## config.mk

```make
export PLATFORM = sky130hd
export DESIGN_NAME = mem_port_arbiter
export DESIGN_NICKNAME = d
export VERILOG_FILES = /design/src/rtl/mem_port_arbiter.sv
export SDC_FILE = /design/constraint.sdc
export NUM_CORES = 1
export LEC_CHECK = 0
export BUFFER_PORTS_ARGS = -buffer_cell sky130_fd_sc_hd__buf_2
export CORE_ASPECT_RATIO = 0.6
export CORE_UTILIZATION = 30
export CTS_CLUSTER_SIZE = 25
export DETAILED_ROUTE_END_ITERATION = 16
export PLACE_DENSITY_LB_ADDON = 0.08
export SLEW_MARGIN = 20
export SYNTH_ARGS = -nofsm -noshare
export SYNTH_HDL_FRONTEND = slang
export SYNTH_SLANG_ARGS = --single-unit
export TNS_END_PERCENT = 50
```

## constraint.sdc

```tcl
create_clock -name clk -period 1.9 [get_ports clk]
set_clock_uncertainty 0.15 [all_clocks]
set_input_delay 0.19 -clock clk [delete_from_list [all_inputs] [get_ports clk]]
set_output_delay 0.19 -clock clk [all_outputs]
set_load 0.03 [all_outputs]
```

## src/rtl/mem_port_arbiter.sv

```systemverilog
// -----------------------------------------------------------------------------
// mem_port_arbiter
//
// Shares one single-ported data memory between the instruction-fetch stage
// and the MEM stage of the pipeline. Each accepted request is run through a
// fixed-latency memory access. Read data comes back with a one-cycle done
// pulse. Per-stage stall signals hold the pipeline while its access is
// outstanding.
//
// Parameters
//   LAT         memory access latency in cycles (>= 1)
//   STARVE_MAX  consecutive MEM grants tolerated while IF waits (>= 1)
//
// Ports
//   clk, reset      clock (rising edge) / asynchronous active-low reset
//   if_req/if_addr  fetch request and byte address
//   if_gnt          fetch request accepted this cycle (combinational)
//   if_done         one-cycle pulse, if_rdata valid
//   if_rdata        fetched instruction (holds until the next fetch completes)
//   dm_req/dm_we    data request, 1 = store / 0 = load
//   dm_addr/dm_wdata/dm_xfer_size  data request payload
//   dm_gnt          data request accepted this cycle (combinational)
//   dm_done         one-cycle pulse, load data valid or store complete
//   dm_rdata        load data (holds until the next completing load)
//   mem_en/mem_we/mem_addr/mem_wdata/mem_xfer_size  memory-side command
//   mem_rdata       memory read data
//   stall_if/stall_mem  requester must hold its stage
// -----------------------------------------------------------------------------
module mem_port_arbiter #(
  parameter int LAT        = 2,
  parameter int STARVE_MAX = 4
) (
  input  logic        clk,
  input  logic        reset,

  input  logic        if_req,
  input  logic [63:0] if_addr,
  output logic        if_gnt,
  output logic        if_done,
  output logic [31:0] if_rdata,

  input  logic        dm_req,
  input  logic        dm_we,
  input  logic [63:0] dm_addr,
  input  logic [63:0] dm_wdata,
  input  logic [3:0]  dm_xfer_size,
  output logic        dm_gnt,
  output logic        dm_done,
  output logic [63:0] dm_rdata,

  output logic        mem_en,
  output logic        mem_we,
  output logic [63:0] mem_addr,
  output logic [63:0] mem_wdata,
  output logic [3:0]  mem_xfer_size,
  input  logic [63:0] mem_rdata,

  output logic        stall_if,
  output logic        stall_mem
);

  typedef enum logic [1:0] {
    IDLE = 2'd0,
    BUSY = 2'd1,
    RESP = 2'd2
  } state_e;

  localparam int CNT_W = (LAT > 1) ? $clog2(LAT) : 1;
  localparam int STV_W = $clog2(STARVE_MAX + 1);
  localparam logic [CNT_W-1:0] CNT_INIT = CNT_W'(LAT - 1);
  localparam logic [STV_W-1:0] STV_LIMIT = STV_W'(STARVE_MAX);

  state_e             state_q, state_d;
  logic [CNT_W-1:0]   cnt_q, cnt_d;
  logic [STV_W-1:0]   starve_cnt_q, starve_cnt_d;
  logic               owner_dm_q, owner_dm_d;
  logic               lat_we_q, lat_we_d;
  logic               mem_en_q, mem_en_d;
  logic               mem_we_q, mem_we_d;
  logic [63:0]        mem_addr_q, mem_addr_d;
  logic [63:0]        mem_wdata_q, mem_wdata_d;
  logic [3:0]         mem_size_q, mem_size_d;
  logic [31:0]        if_rdata_q, if_rdata_d;
  logic [63:0]        dm_rdata_q, dm_rdata_d;
  logic               if_done_q, if_done_d;
  logic               dm_done_q, dm_done_d;

  logic               if_wins;
  logic               if_gnt_w;
  logic               dm_gnt_w;

  // MEM wins by default; IF wins when it is alone or has been passed over
  // STARVE_MAX times. Grants are gated by reset so nothing is accepted while
  // the block is held in reset.
  always_comb begin
    if_wins  = if_req & (~dm_req | (starve_cnt_q == STV_LIMIT));
    if_gnt_w = reset & (state_q == IDLE) & if_req & if_wins;
    dm_gnt_w = reset & (state_q == IDLE) & dm_req & ~if_wins;
  end

  // Starvation counter: counts MEM grants that leave a waiting IF behind and
  // resets whenever IF is served or stops asking.
  always_comb begin
    starve_cnt_d = starve_cnt_q;
    if (if_gnt_w || !if_req) begin
      starve_cnt_d = '0;
    end else if (dm_gnt_w && (starve_cnt_q != STV_LIMIT)) begin
      starve_cnt_d = starve_cnt_q + 1'b1;
    end
  end

  // Transaction sequencer: IDLE latches the winner's command, BUSY counts the
  // memory latency, and RESP presents the done pulse for one cycle.
  // mem_we is only a strobe for the first BUSY cycle, so the latched store
  // flag is kept separately to decide whether read data is captured.
  always_comb begin
    state_d     = state_q;
    cnt_d       = cnt_q;
    owner_dm_d  = owner_dm_q;
    lat_we_d    = lat_we_q;
    mem_en_d    = mem_en_q;
    mem_we_d    = mem_we_q;
    mem_addr_d  = mem_addr_q;
    mem_wdata_d = mem_wdata_q;
    mem_size_d  = mem_size_q;
    if_rdata_d  = if_rdata_q;
    dm_rdata_d  = dm_rdata_q;
    if_done_d   = if_done_q;
    dm_done_d   = dm_done_q;

    unique case (state_q)
      IDLE: begin
        if (if_gnt_w) begin
          owner_dm_d  = 1'b0;
          lat_we_d    = 1'b0;
          mem_en_d    = 1'b1;
          mem_we_d    = 1'b0;
          mem_addr_d  = if_addr;
          mem_wdata_d = '0;
          mem_size_d  = 4'd4;
          cnt_d       = CNT_INIT;
          state_d     = BUSY;
        end else if (dm_gnt_w) begin
          owner_dm_d  = 1'b1;
          lat_we_d    = dm_we;
          mem_en_d    = 1'b1;
          mem_we_d    = dm_we;
          mem_addr_d  = dm_addr;
          mem_wdata_d = dm_wdata;
          mem_size_d  = dm_xfer_size;
          cnt_d       = CNT_INIT;
          state_d     = BUSY;
        end
      end

      BUSY: begin
        mem_we_d = 1'b0;
        if (cnt_q == '0) begin
          mem_en_d = 1'b0;
          if (owner_dm_q) begin
            if (!lat_we_q) begin
              dm_rdata_d = mem_rdata;
            end
            dm_done_d = 1'b1;
          end else begin
            if_rdata_d = mem_rdata[31:0];
            if_done_d  = 1'b1;
          end
          state_d = RESP;
        end else begin
          cnt_d = cnt_q - 1'b1;
        end
      end

      RESP: begin
        if_done_d = 1'b0;
        dm_done_d = 1'b0;
        state_d   = IDLE;
      end

      default: begin
        state_d = IDLE;
      end
    endcase
  end

  // All state, including the memory command and the returned data, is
  // cleared asynchronously so a reset mid-access aborts with no done pulse.
  always_ff @(posedge clk or negedge reset) begin
    if (!reset) begin
      state_q      <= IDLE;
      cnt_q        <= '0;
      starve_cnt_q <= '0;
      owner_dm_q   <= 1'b0;
      lat_we_q     <= 1'b0;
      mem_en_q     <= 1'b0;
      mem_we_q     <= 1'b0;
      mem_addr_q   <= '0;
      mem_wdata_q  <= '0;
      mem_size_q   <= '0;
      if_rdata_q   <= '0;
      dm_rdata_q   <= '0;
      if_done_q    <= 1'b0;
      dm_done_q    <= 1'b0;
    end else begin
      state_q      <= state_d;
      cnt_q        <= cnt_d;
      starve_cnt_q <= starve_cnt_d;
      owner_dm_q   <= owner_dm_d;
      lat_we_q     <= lat_we_d;
      mem_en_q     <= mem_en_d;
      mem_we_q     <= mem_we_d;
      mem_addr_q   <= mem_addr_d;
      mem_wdata_q  <= mem_wdata_d;
      mem_size_q   <= mem_size_d;
      if_rdata_q   <= if_rdata_d;
      dm_rdata_q   <= dm_rdata_d;
      if_done_q    <= if_done_d;
      dm_done_q    <= dm_done_d;
    end
  end

  assign if_gnt        = if_gnt_w;
  assign dm_gnt        = dm_gnt_w;
  assign if_done       = if_done_q;
  assign dm_done       = dm_done_q;
  assign if_rdata      = if_rdata_q;
  assign dm_rdata      = dm_rdata_q;
  assign mem_en        = mem_en_q;
  assign mem_we        = mem_we_q;
  assign mem_addr      = mem_addr_q;
  assign mem_wdata     = mem_wdata_q;
  assign mem_xfer_size = mem_size_q;

  // A stage stalls while it is requesting, except in its own done cycle.
  assign stall_if  = if_req & ~if_done_q;
  assign stall_mem = dm_req & ~dm_done_q;

endmodule
```

==> flow_metrics.env <==
export IMPL_dpl_hpwl_mm=22.0
export IMPL_numClockSinks=240
export IMPL_worstPathArrival_ns=1.80
export IMPL_drv_cap=0
export IMPL_ctsRootBufferMaster="clkbuf_16"
export IMPL_place_inst=1509
export IMPL_synth_area_um2=9390
export IMPL_cts_tree="built"
export IMPL_clkTransAtPathRegs_ns=0.07
export IMPL_endpoint_kind="output port"
export IMPL_drtPass1Iterations=4
export IMPL_netlist_area_leader_share_pct=64.0
export IMPL_die_x_um=230
export IMPL_r2r_end="mem_addr[34]$_DFFE_PN0P_"
export IMPL_ys_seq_elements=240
export IMPL_synth_edf_count=0
export IMPL_ys_warn_count=0
export IMPL_avgViaCountPerCell=4.74
export IMPL_drive_gt1_share_pct=44.2
export IMPL_hp_class="in2reg"
export IMPL_synthFlopType="dfrtp_1"
export IMPL_pwr_share_seq_pct=32.4
export IMPL_fin_cells=1848
export IMPL_grt_pass1_wl_mm=53.2
export IMPL_p_comb_share_pct=49.8
export IMPL_cp_cell_sequence="inv_2 -> ha_4 -> a21boi_2 -> and3b_2 -> buf_8 -> buf_6"
export IMPL_wl_per_cell_um=19.3
export IMPL_io_pin_count=501
export IMPL_violations="setup timing"
export IMPL_grt_pass1_vias=9135
export IMPL_antenna_found_initial=0
export IMPL_finalCritPeriodShare_pct=113
export IMPL_hold_depth=4
export IMPL_critPathSlowestCell="dfrtp_1"
export IMPL_synth_area_leaders="dfrtp_1 (64%), mux2_1 (7.2%), a221o_1 (6.8%), a22o_1 (6.3%), a21boi_0 (5.3%)"
export IMPL_fin_nets=1690
export IMPL_synth_cell_types=31
export IMPL_timing_rr_start="starve_cnt_q[0]$_DFFE_PN0P_"
export IMPL_maxSlewViolCount=0
export IMPL_tightest_slew_ns=0.795
export IMPL_power_switching_mw=12.0
export IMPL_ys_seq_area_share_pct=64.0
export IMPL_holdPathEnd="mem_xfer_size[2]$_DFFE_PN0P_"
export IMPL_critical_path_class="reg2out"
export IMPL_hp_start="dm_req"
export IMPL_grt_max_degree=137
export IMPL_ys_async_sr_fraction_pct=100
export IMPL_clock_latency_ns=0.53
export IMPL_crit_required_ns=1.56
export IMPL_hold_viol=0
export IMPL_p_sw_share_pct=43.7
export IMPL_core_area_um2=30300
export IMPL_synth_avg_cell_area_um2=14.8
export IMPL_area_growth_pct=75.7
export IMPL_syn_inst=633
export IMPL_cp_max_fo=2
export IMPL_die_h_um=139
export IMPL_rsz0062_at_grt="true"
export IMPL_cp_slowest_stage_delay_ns=0.38
export IMPL_p_clk_share_pct=17.8
export IMPL_start_util_pct=30.9
export IMPL_ir_drop_v=0.000967
export IMPL_maxSlewHeadroom_pct=47.0
export IMPL_cts_buffer_depth=3
export IMPL_drt_iter0_drc=375
export IMPL_final_common_cell="buf_2"
export IMPL_num_vias=8754
export IMPL_layout_common_cells="buf_2 (497), dlygate4sd3_1 (265), dfrtp_1 (239), a22o_1 (68), a21boi_0 (66)"
export IMPL_rrSetupSlack_ns=-0.20
export IMPL_diodes=0
export IMPL_cts_made_buffers=25
export IMPL_period_minus_slack_ns=2.14
export IMPL_drc=0
export IMPL_grt_ovfl_total=0
export IMPL_htree_levels=1
export IMPL_fmax_mhz=468
export IMPL_grt_total_usage_pct=21.1
export IMPL_dieArea_um2=32000
export IMPL_ff2ff_path_depth=8
export IMPL_synth_fp_nets=900
export IMPL_power_static_leakage_nw=8.08
export IMPL_finalSetupViolCount=133
export IMPL_fin_ws_ns=-0.239
export IMPL_hold_slack_ns=0.155
export IMPL_p_int_mw=15.5
export IMPL_gp_congestion=0.819
export IMPL_powerDensity_nw_per_um2=1670
export IMPL_num_rows=49
export IMPL_cp_start_kind="flip-flop"
export IMPL_yosysTopAreaCell="dfrtp_1"
export IMPL_outcome="finished, violations left"
export IMPL_antenna_left=0
export IMPL_drt_wl_total_mm=35.7
export IMPL_io_buffers=500
==> power groups by stage <==
stage	clock, mW	sequential, mW	combinational, mW
final	4.91	8.91	13.7
after detailed placement	0	8.89	12.8
after global routing	5.32	9.23	14.5
after floorplan	0	13.9	3.48
after CTS	5.09	8.88	13.4
after global placement	0	8.94	12.7
==> synthesized netlist by cell type, types with 2 or more instances <==
cell      count
a221o_1      64
ha_1          2
clkbuf_1     17
nand2b_1      4
mux2_1       60
nand2_1       6
nor3b_1       2
inv_1         6
nor3b_2       2
a21boi_0     66
nor2b_1       2
dfrtp_1     240
o21ai_0       4
buf_4         4
a22o_1       68
buf_2        28
a21oi_1       3
nand3_1       3
buf_6         5
mux2_2       36
==> cell families after synthesis <==
group,Yosys count,synth area share (%)
buffers and inverters,60,3.33
muxes,96,11.5
AOI/OAI and AO/OA,210,19.3
and+or+nand+nor,25,1.68
DFF,240,64.0
adders and majority gates,2,0.266
==> per-stage QoR <==
stage                     utilization (%)  setup TNS (ns)  power (mW)  area, um^2  worst slack [ns]
final                                54.4          -14.07        27.5       16500            -0.239
after global routing                 54.4          -19.64        29.0       16500            -0.278
after CTS                            53.2           -4.97        27.4       16100            -0.227
after detailed placement             40.9          -0.118        21.7       12400           -0.0181
after global placement               40.9          -0.752        21.6       12400           -0.0349
after floorplan                         -               0        17.3        9390            0.0438
==> area by class of cell <==
cell class,count,area (um^2)
Timing Repair Buffer,817,6050
Multi-Input combinational cell,333,3110
Clock buffer,35,693
Clock inverter,9,108
Tap cell,408,510
Inverter,6,22.5
Fill cell,2608,13800
Sequential cell,240,6010
==> state kept, by name, summed over array words and instances (netlist names) <==
name	cells
dm_rdata	64
mem_addr	64
lat_we_q	1
mem_wdata	64
owner_dm_q	1
mem_en	1
state_q	2
if_rdata	32
cnt_q	1
if_done	1
mem_we	1
starve_cnt_q	3
dm_done	1
mem_xfer_size	4
==> routing by layer <==
metal / vias up / track usage [%] / share of wire, %
li1: 4011 / - / -
met1: 4303 / 27.0 / 42
met2: 371 / 35.1 / 48
met3: 69 / 5.06 / 6.9
met4: 0 / 6.73 / 3.0
met5: - / 0 / 0
==> critical path: cells and delay by family, from the launching register on <==
family                   cells  cell delay, ns
AO/OA/AOI/OAI                1            0.14
adder cells (fa/ha/maj)      1            0.16
buffers and inverters        3            0.33
flip-flops                   1            0.38
AND/OR/NAND/NOR              1            0.26
==> what timing repair did <==
action,in CTS,in global routing
buffers inserted,10,4
pin swaps,40,58
hold endpoints to repair,474,0
gates cloned,4,13
hold buffers,265,0
resized for setup,29,22
endpoints found under the setup margin,55,220
==> worst max path at each step <==
stage / cells past startpoint / to / from / slack [ns]
after floorplan: 7 / mem_addr[16]$_DFFE_PN0P_ / starve_cnt_q[0]$_DFFE_PN0P_ / 0.04
after global placement: 6 / mem_addr[15]$_DFFE_PN0P_ / starve_cnt_q[0]$_DFFE_PN0P_ / -0.03
after detailed placement: 6 / mem_addr[23]$_DFFE_PN0P_ / starve_cnt_q[0]$_DFFE_PN0P_ / -0.02
after CTS: 6 / if_gnt / starve_cnt_q[0]$_DFFE_PN0P_ / -0.23
after global routing: 6 / if_gnt / starve_cnt_q[0]$_DFFE_PN0P_ / -0.28
final: 6 / if_gnt / starve_cnt_q[0]$_DFFE_PN0P_ / -0.24
No activity file was read; power rests on OpenSTA's default activity.
